## src/rtl/jtpang_pcm_romcache.sv

```systemverilog
// Direct-mapped byte-read cache between the ADPCM engine and the SDRAM ROM slot.
// Each line holds one 32-bit word; misses are refilled one word at a time.
module jtpang_pcm_romcache #(
  parameter int AW    = 18,
  parameter int LINES = 4
) (
  input  logic          clk,
  input  logic          rst,
  input  logic          flush,
  input  logic [AW-1:0] pcm_addr,
  output logic [7:0]    pcm_data,
  output logic          pcm_ok,
  output logic [AW-3:0] sdram_addr,
  output logic          sdram_cs,
  input  logic          sdram_ok,
  input  logic [31:0]   sdram_data,
  output logic          busy
);

  localparam int IW = $clog2(LINES);
  localparam int TW = AW - 2 - IW;

  typedef enum logic [1:0] {IDLE, WAIT, GAP} state_t;

  state_t         st, st_nx;
  logic [AW-1:0]  addr_q;
  logic           hit_q;
  logic           discard;
  logic [AW-3:0]  fill_addr;
  logic [LINES-1:0] valid;
  logic [TW-1:0]  tags  [LINES];
  logic [31:0]    lines [LINES];

  logic [IW-1:0]  idx_in, idx_q, idx_fill;
  logic [TW-1:0]  tag_in, tag_q, tag_fill;
  logic           match_in, miss_q, start, do_write;

  assign idx_in   = pcm_addr[2 +: IW];
  assign tag_in   = pcm_addr[AW-1 -: TW];
  assign idx_q    = addr_q[2 +: IW];
  assign tag_q    = addr_q[AW-1 -: TW];
  assign idx_fill = fill_addr[IW-1:0];
  assign tag_fill = fill_addr[AW-3 -: TW];

  assign match_in = valid[idx_in] && (tags[idx_in] == tag_in);
  assign miss_q   = !(valid[idx_q] && (tags[idx_q] == tag_q));
  assign do_write = (st == WAIT) && sdram_ok && !discard && !flush;

  assign sdram_cs   = (st == WAIT);
  assign busy       = (st == WAIT);
  assign sdram_addr = fill_addr;
  assign pcm_ok     = (pcm_addr == addr_q) && hit_q && !flush;

  // A refill is only launched once the address has been stable for a cycle,
  // so the post-reset addr_q value never triggers a spurious fetch.
  always_comb begin
    st_nx = st;
    start = 1'b0;
    case (st)
      IDLE: if (!flush && miss_q && (pcm_addr == addr_q)) begin
        st_nx = WAIT;
        start = 1'b1;
      end
      WAIT: if (sdram_ok) st_nx = GAP;
      GAP:  st_nx = IDLE;
      default: st_nx = IDLE;
    endcase
  end

  // hit_q and pcm_data are looked up with pcm_addr so that they describe addr_q
  // once registered; a line written on this edge is seen one cycle later.
  always_ff @(posedge clk) begin
    if (rst) begin
      st        <= IDLE;
      addr_q    <= '0;
      hit_q     <= 1'b0;
      pcm_data  <= '0;
      fill_addr <= '0;
      discard   <= 1'b0;
      valid     <= '0;
    end else begin
      st     <= st_nx;
      addr_q <= pcm_addr;
      hit_q  <= match_in && !flush;
      if (match_in && !flush)
        pcm_data <= lines[idx_in][{pcm_addr[1:0], 3'b000} +: 8];
      if (start) begin
        fill_addr <= addr_q[AW-1:2];
        discard   <= 1'b0;
      end
      if (do_write) begin
        valid[idx_fill] <= 1'b1;
        tags[idx_fill]  <= tag_fill;
        lines[idx_fill] <= sdram_data;
      end
      if (flush) begin
        valid <= '0;
        if (st == WAIT) discard <= 1'b1;
      end
    end
  end

endmodule
```

## config.mk

```make
export PLATFORM = sky130hd
export DESIGN_NAME = jtpang_pcm_romcache
export DESIGN_NICKNAME = d
export VERILOG_FILES = /design/src/rtl/jtpang_pcm_romcache.sv
export SDC_FILE = /design/constraint.sdc
export NUM_CORES = 1
export LEC_CHECK = 0
export BUFFER_PORTS_ARGS = -buffer_cell sky130_fd_sc_hd__buf_2
export CORE_ASPECT_RATIO = 0.75
export CORE_UTILIZATION = 50
export DETAILED_ROUTE_END_ITERATION = 7
export GPL_TIMING_DRIVEN = 0
export PLACE_DENSITY = 0.69
export SLEW_MARGIN = 0
export SYNTH_ARGS = -nofsm -noshare
export SYNTH_HDL_FRONTEND = slang
export SYNTH_SLANG_ARGS = --single-unit
export TNS_END_PERCENT = 20
```

## constraint.sdc

```tcl
create_clock -name clk -period 18.8 [get_ports clk]
set_clock_uncertainty 0.2 [all_clocks]
set_input_delay 0 -clock clk [delete_from_list [all_inputs] [get_ports clk]]
set_output_delay 0 -clock clk [all_outputs]
set_load 0.05 [all_outputs]
```

Word-level counts from Yosys, hierarchy flattened
Memories as Yosys holds them, arrays and structs flattened. A register that Yosys moved wholly into a read port is not among the register bits.
Cells that the tools add are included.

word-level totals
  flip-flop bits (word level) = 50
  latch bits = 0
  RAM bits = 184
  ROM bits = 0
  word-level logic and storage cells = 56
  memories = 2

operators by class
  add/subtract/negate cells = 0
  multiply operators = 0
  div/mod/pow operators = 0
  magnitude comparators = 4
  eq/ne operators = 6
  shifts and indexed selects = 1
  muxes and demuxes = 18
  bitwise logic cells = 1
  reduce and logical (&&, ||, !) cells = 17

memory list
  memory  depth  bits a word  rd ports  clocked after Yosys merged registers in  write ports  line  text
  lines   4      32           1         0                                        1            32    logic [31:0] lines [LINES];
  tags    4      14           2         1                                        1            31    logic [TW-1:0] tags [LINES];

operator list
  operator                                                                number
  32-bit by 6-bit indexed part select with 8-bit output                   1
  14-bit equality test                                                    2
  18-bit equality test                                                    1
  1-bit logical AND                                                       11
  1-bit two-way mux                                                       11
  2-bit by 3-bit < comparator with 1-bit output (second input constant)   3
  2-bit two-way mux                                                       3
  1-bit binary-select mux with 2-bit select                               2
  2-bit inequality test (second input constant)                           2
  4-bit OR                                                                1
  2-bit case mux with 2 select lines                                      1
  1-bit logical NOT                                                       3
  1-bit demux with 2-bit select                                           1
  2-bit by 1-bit equality test with 1-bit output (second input constant)  1
  2-bit by 1-bit >= comparator with 1-bit output (second input constant)  1
  2-bit logical NOT                                                       1
  2-bit AND reduction                                                     1
  2-bit OR reduction                                                      1

Longest topological paths before layout
  word-level depth = 11
  depth in mapped cells = 10
  mapped depth without buffers = 6

Least setup slack after synthesis
OpenSTA, ideal clock, no wires.

  path type = register to register
  start point = reg st[0]
  end point = mem lines[2][0], enable pin
  arrival time = 6100 ps
  required time = 18036 ps
  path slack = 11936 ps
  cell stages (with the launch flop) = 5
  period minus slack after synthesis = 6864 ps
  cells stage by stage = dfxtp_1 -> nor2b_1 -> nand2_1 -> or3_1 -> nor4_1

between the ends
  longest elaborated chain between the ends = 7

ends and longest elaborated chain
  what                                            line  text
  from (decl)                                     25    state_t st, st_nx;
  from (signal assigned)                          82    st <= st_nx;
  2-bit by 1-bit equality test with 1-bit output  --
  named net busy                                  17    output logic busy
  1-bit logical AND (3 in series)                 47    assign do_write = (st == WAIT) && sdram_ok && !discard && !flush;
  1-bit two-way mux                               91    if (do_write) begin
  1-bit two-way mux                               73    if (rst) begin
  1-bit two-way mux (not written as such)         94    lines[idx_fill] <= sdram_data;
  to (decl)                                       32

The timed path passes the listed nets, and every way through them passes these cells.

Worst setup path in the final report
  start point = reg st[0]
  end point = mem tags[0][8] (netlist bit), enable pin

between the ends
  longest elaborated chain between the ends = 7

ends and longest elaborated chain
  what                                            line  text
  2-bit by 1-bit equality test with 1-bit output  47
  1-bit logical AND (3 in series)                 47
  1-bit two-way mux                               91
  1-bit two-way mux                               73
  1-bit two-way mux (not written as such)         93    tags[idx_fill] <= tag_fill;
  to (decl)                                       31

No other way between the ends.

==> impl_table.tex <==
\begin{tabular}{lr}
\hline
Metric & Value \\
\hline
\multicolumn{2}{l}{\textbf{Status}} \\
Outcome & finished clean \\
\multicolumn{2}{l}{\textbf{Critical path}} \\
Worst flop-to-flop path startpoint & st[0] \\
Top fanout value on the critical path & 6 \\
Arrival time reported for the critical path endpoint & 3.07 ns \\
Worst Setup Path Type & reg -> reg \\
Flop-to-flop setup slack & 15.73 ns \\
RR Endpoint & tags[0][8] \\
Nature of the critical path startpoint & flop \\
Worst Path Required & 18.80 ns \\
Kind of capture point of the worst setup path & flop \\
Number of cells on the worst reg-to-reg path & 7 \\
\multicolumn{2}{l}{\textbf{Timing}} \\
Worst slew margin & 47.6\% \\
Highest achievable clock rate & 326 MHz \\
Actual slew at the worst max-slew pin & 0.787 ns \\
Number of max-slew violations in the final report & 0 \\
Unrepaired setup endpoints after global routing & no \\
Number of hold violations in the final report & 0 \\
Accumulated negative setup slack & 0 ns \\
Final critical delay including setup and external delays & 3.07 ns \\
Setup violation total in the final timing report & 0 \\
Final clock period utilization by the worst path & 16.3\% \\
Post-route worst hold slack & 0.0494 ns \\
\multicolumn{2}{l}{\textbf{Detailed routing}} \\
Final antenna-violating net count & 0 \\
Total detailed-routing wirelength & 21600 microns \\
DRC & 0 \\
Routed length per placed instance & 22.3 microns \\
Total iterations of the first detailed-routing run & 5 \\
Number of vias in the routed layout & 5472 \\
Post-DR vias/cell & 5.64 \\
Number of DRC markers after the initial detailed-route iteration & 356 \\
\multicolumn{2}{l}{\textbf{Floorplan}} \\
Starting density of the core & 51.4\% \\
Number of core rows & 43 \\
DIE AREA & 19800 sq um \\
Die X-Extent & 162 microns \\
Number of top-level pins & 81 \\
Chip Height & 122 microns \\
Std-Cell Core Area & 18700 sq um \\
\multicolumn{2}{l}{\textbf{Yosys}} \\
Number of enable-type register cells in the synthesized netlist & 184 \\
Number of standard cells after synthesis & 515 \\
Syn nets & 569 \\
List of most frequent post-synthesis cells & 184 x sky130\_fd\_sc\_hd\_\_edfxtp\_1, 62 x sky130\_fd\_sc\_hd\_\_mux4\_2, 50 x sky130\_fd\_sc\_hd\_\_dfxtp\_1, 33 x sky130\_fd\_sc\_hd\_\_nand2b\_1, 29 x sky130\_fd\_sc\_hd\_\_xnor2\_1 \\
Total of warnings raised by yosys & 0 \\
Total of flip-flops plus latches after synthesis & 234 \\
Async SR Flop Fraction & 0\% \\
Area leader, netlist & sky130\_fd\_sc\_hd\_\_edfxtp\_1 \\
Synth Area per Inst & 18.6 sq um \\
Fraction of the yosys area taken by sequential cells & 68.0\% \\
Cell with the most instances after synthesis & sky130\_fd\_sc\_hd\_\_edfxtp\_1 \\
Count of unique library cells instantiated by Yosys & 32 \\
Cell types with the largest area share after synthesis & sky130\_fd\_sc\_hd\_\_edfxtp\_1 58\%, sky130\_fd\_sc\_hd\_\_mux4\_2 15\%, sky130\_fd\_sc\_hd\_\_dfxtp\_1 10\%, sky130\_fd\_sc\_hd\_\_mux2i\_1 2.8\%, sky130\_fd\_sc\_hd\_\_xnor2\_1 2.6\% \\
Post-synthesis instance area & 9600 sq um \\
Fraction of post-synthesis cell area in the top cell type by area & 57.5\% \\
Flip-flop cell with the highest count after synthesis & sky130\_fd\_sc\_hd\_\_edfxtp\_1 \\
\multicolumn{2}{l}{\textbf{Placement}} \\
Cell total after placement & 872 \\
Weighted congestion at the end of routability-driven global placement & 0.841 \\
IO buf count & 75 \\
Detailed-placement wirelength estimate & 14900 microns \\
\multicolumn{2}{l}{\textbf{Min path}} \\
Origin of the worst min-delay path & sdram\_data[27] \\
Worst hold stages & 2 \\
HP Class & in -> reg \\
Sink of the worst hold path & lines[2][27] \\
\multicolumn{2}{l}{\textbf{Clocking}} \\
Insertion delay to the later sink of the worst-skew pair & 0.50 ns \\
CTS resizes & 0 \\
Cts bufs inserted & 23 \\
Clock tree from TritonCTS & built \\
Clock Path Buffers & 3 \\
Total clock sinks & 234 \\
Hold-fix buffer count after cts & 58 \\
H-tree level count & 1 \\
Clock transition at the register clock pins on the worst setup and hold paths after CTS & 0.06 ns \\
Clock Tree Root & sky130\_fd\_sc\_hd\_\_clkbuf\_16 \\
Number of buffers added for setup after CTS & 0 \\
\multicolumn{2}{l}{\textbf{Layout}} \\
Fraction of final layout cells with drive strength greater than 1 & 31.1\% \\
Area growth syn-to-layout & 23.9\% \\
Antenna Cells & 0 \\
Net count of the finished layout & 762 \\
Final standard cell utilization of the core & 63.7\% \\
Post-route non-filler standard cell count & 971 \\
\multicolumn{2}{l}{\textbf{Global routing}} \\
Vias in the first global route & 5724 \\
Wire length of the first global-routing pass & 33200 microns \\
Grt ovf & 0 \\
Antenna violations before repair & 0 \\
Overall Global Routing Usage & 22.9\% \\
Pin count of the biggest net entering global routing & 16 \\
\multicolumn{2}{l}{\textbf{Pwr}} \\
Worst voltage drop across the vdd grid & 0.0504 mV \\
Pwr Density & 89.4 nW/um\^{}2 \\
Leak Pwr & 4.26 nW \\
\multicolumn{2}{l}{\textbf{Run}} \\
Count of maximum capacitance violations & 0 \\
\hline
\end{tabular}
-- state kept, by name (all words and copies together) (netlist names) --
register / cells
lines: 128
tags: 56
addr_q: 18
sdram_addr: 16
pcm_data: 8
valid: 4
st: 2
discard: 1
hit_q: 1
-- routing by layer --
layer | vias to the layer above | GRT usage (%) | share of wire [%]
met3 | 32 | 4.12 | 6.7
met5 | - | 0 | 0
met1 | 2825 | 33.1 | 44
li1 | 2419 | - | -
met4 | 0 | 5.25 | 1.8
met2 | 196 | 36.5 | 47
-- through the flow --
stage	total power, mW	setup WS (ns)	cell area, sq um
after floorplan	0.600	11.94	9600
after global placement	0.618	8.42	10300
after detailed placement	0.620	15.81	10600
after CTS	1.07	15.75	11900
after global routing	1.09	15.54	11900
final	1.06	15.73	11900
-- final cells by class --
class / count / area [sq um]
buffer: 30 / 194
multi-input combinational: 248 / 2900
timing repair buffer: 168 / 1240
tap: 247 / 309
sequential: 234 / 6530
inverter: 3 / 11.3
clock buffer: 35 / 641
clock inverter: 6 / 83.8
fill: 1309 / 6770
-- placed cells by master, fill, tap and decap left out, drive strengths merged --
| cell type | synthesis | layout |
|---|---|---|
| a21oi | 1 | 1 |
| nand3 | 2 | 2 |
| nor2b | 22 | 22 |
| o21ba | 1 | 1 |
| or3 | 1 | 1 |
| mux2i | 27 | 27 |
| xor2 | 18 | 18 |
| nand2b | 33 | 33 |
| clkbuf | 12 | 47 |
| nor4 | 10 | 10 |
| nor3 | 6 | 6 |
| nand3b | 1 | 1 |
| o21ai | 1 | 1 |
| nand4 | 6 | 6 |
| a32oi | 1 | 1 |
| nor2 | 12 | 12 |
| xnor2 | 29 | 29 |
| mux2 | 1 | 1 |
| inv | 3 | 4 |
| bufinv | 0 | 2 |
| mux4 | 68 | 68 |
| clkinv | 0 | 3 |
| buf | 18 | 128 |
| edfxtp | 184 | 184 |
| dlygate4sd3 | 0 | 58 |
| nand2 | 3 | 3 |
| dfxtp | 50 | 50 |
| or4b | 1 | 1 |
| a31oi | 4 | 4 |
-- worst max path at each step --
stage / slack [ns] / cells past startpoint / end / startpoint
floorplan: 11.94 / 4 / lines[2][0] / st[0]
global placement: 8.42 / 4 / lines[0][9] / st[0]
detailed placement: 15.81 / 7 / tags[0][1] / st[0]
CTS: 15.75 / 7 / tags[0][9] / st[0]
global route: 15.54 / 7 / tags[0][7] / st[0]
finish: 15.73 / 7 / tags[0][8] / st[0]
-- power by group --
group	internal (mW)	leakage (nW)	switching [mW]
clock	0.263	0.351	0.183
sequential	0.557	2.21	0.00201
combinational	0.0312	1.70	0.0281
total	0.851	4.26	0.213
-- critical path, stage by stage (launching register included) --
cell	delay (ns)
sky130_fd_sc_hd__dfxtp_1	0.32
sky130_fd_sc_hd__nor2b_1	0.42
sky130_fd_sc_hd__nand2_1	0.18
sky130_fd_sc_hd__or3_1	0.45
sky130_fd_sc_hd__nor4_2	0.58
sky130_fd_sc_hd__buf_4	0.28
sky130_fd_sc_hd__buf_4	0.17
sky130_fd_sc_hd__buf_4	0.17
-- logic make-up (layout without fill, tap and decap cells) --
kind of cell,count (synthesis),after routing,share of synthesized area [%]
AO/OA/AOI/OAI,8,8,0.560
XOR/XNOR,47,47,4.29
buffers and inverters,33,242,2.14
flip-flops,234,234,68.0
multiplexers,96,96,19.1
AND/OR/NAND/NOR,97,97,5.94
(Power assumes the default switching activity.)
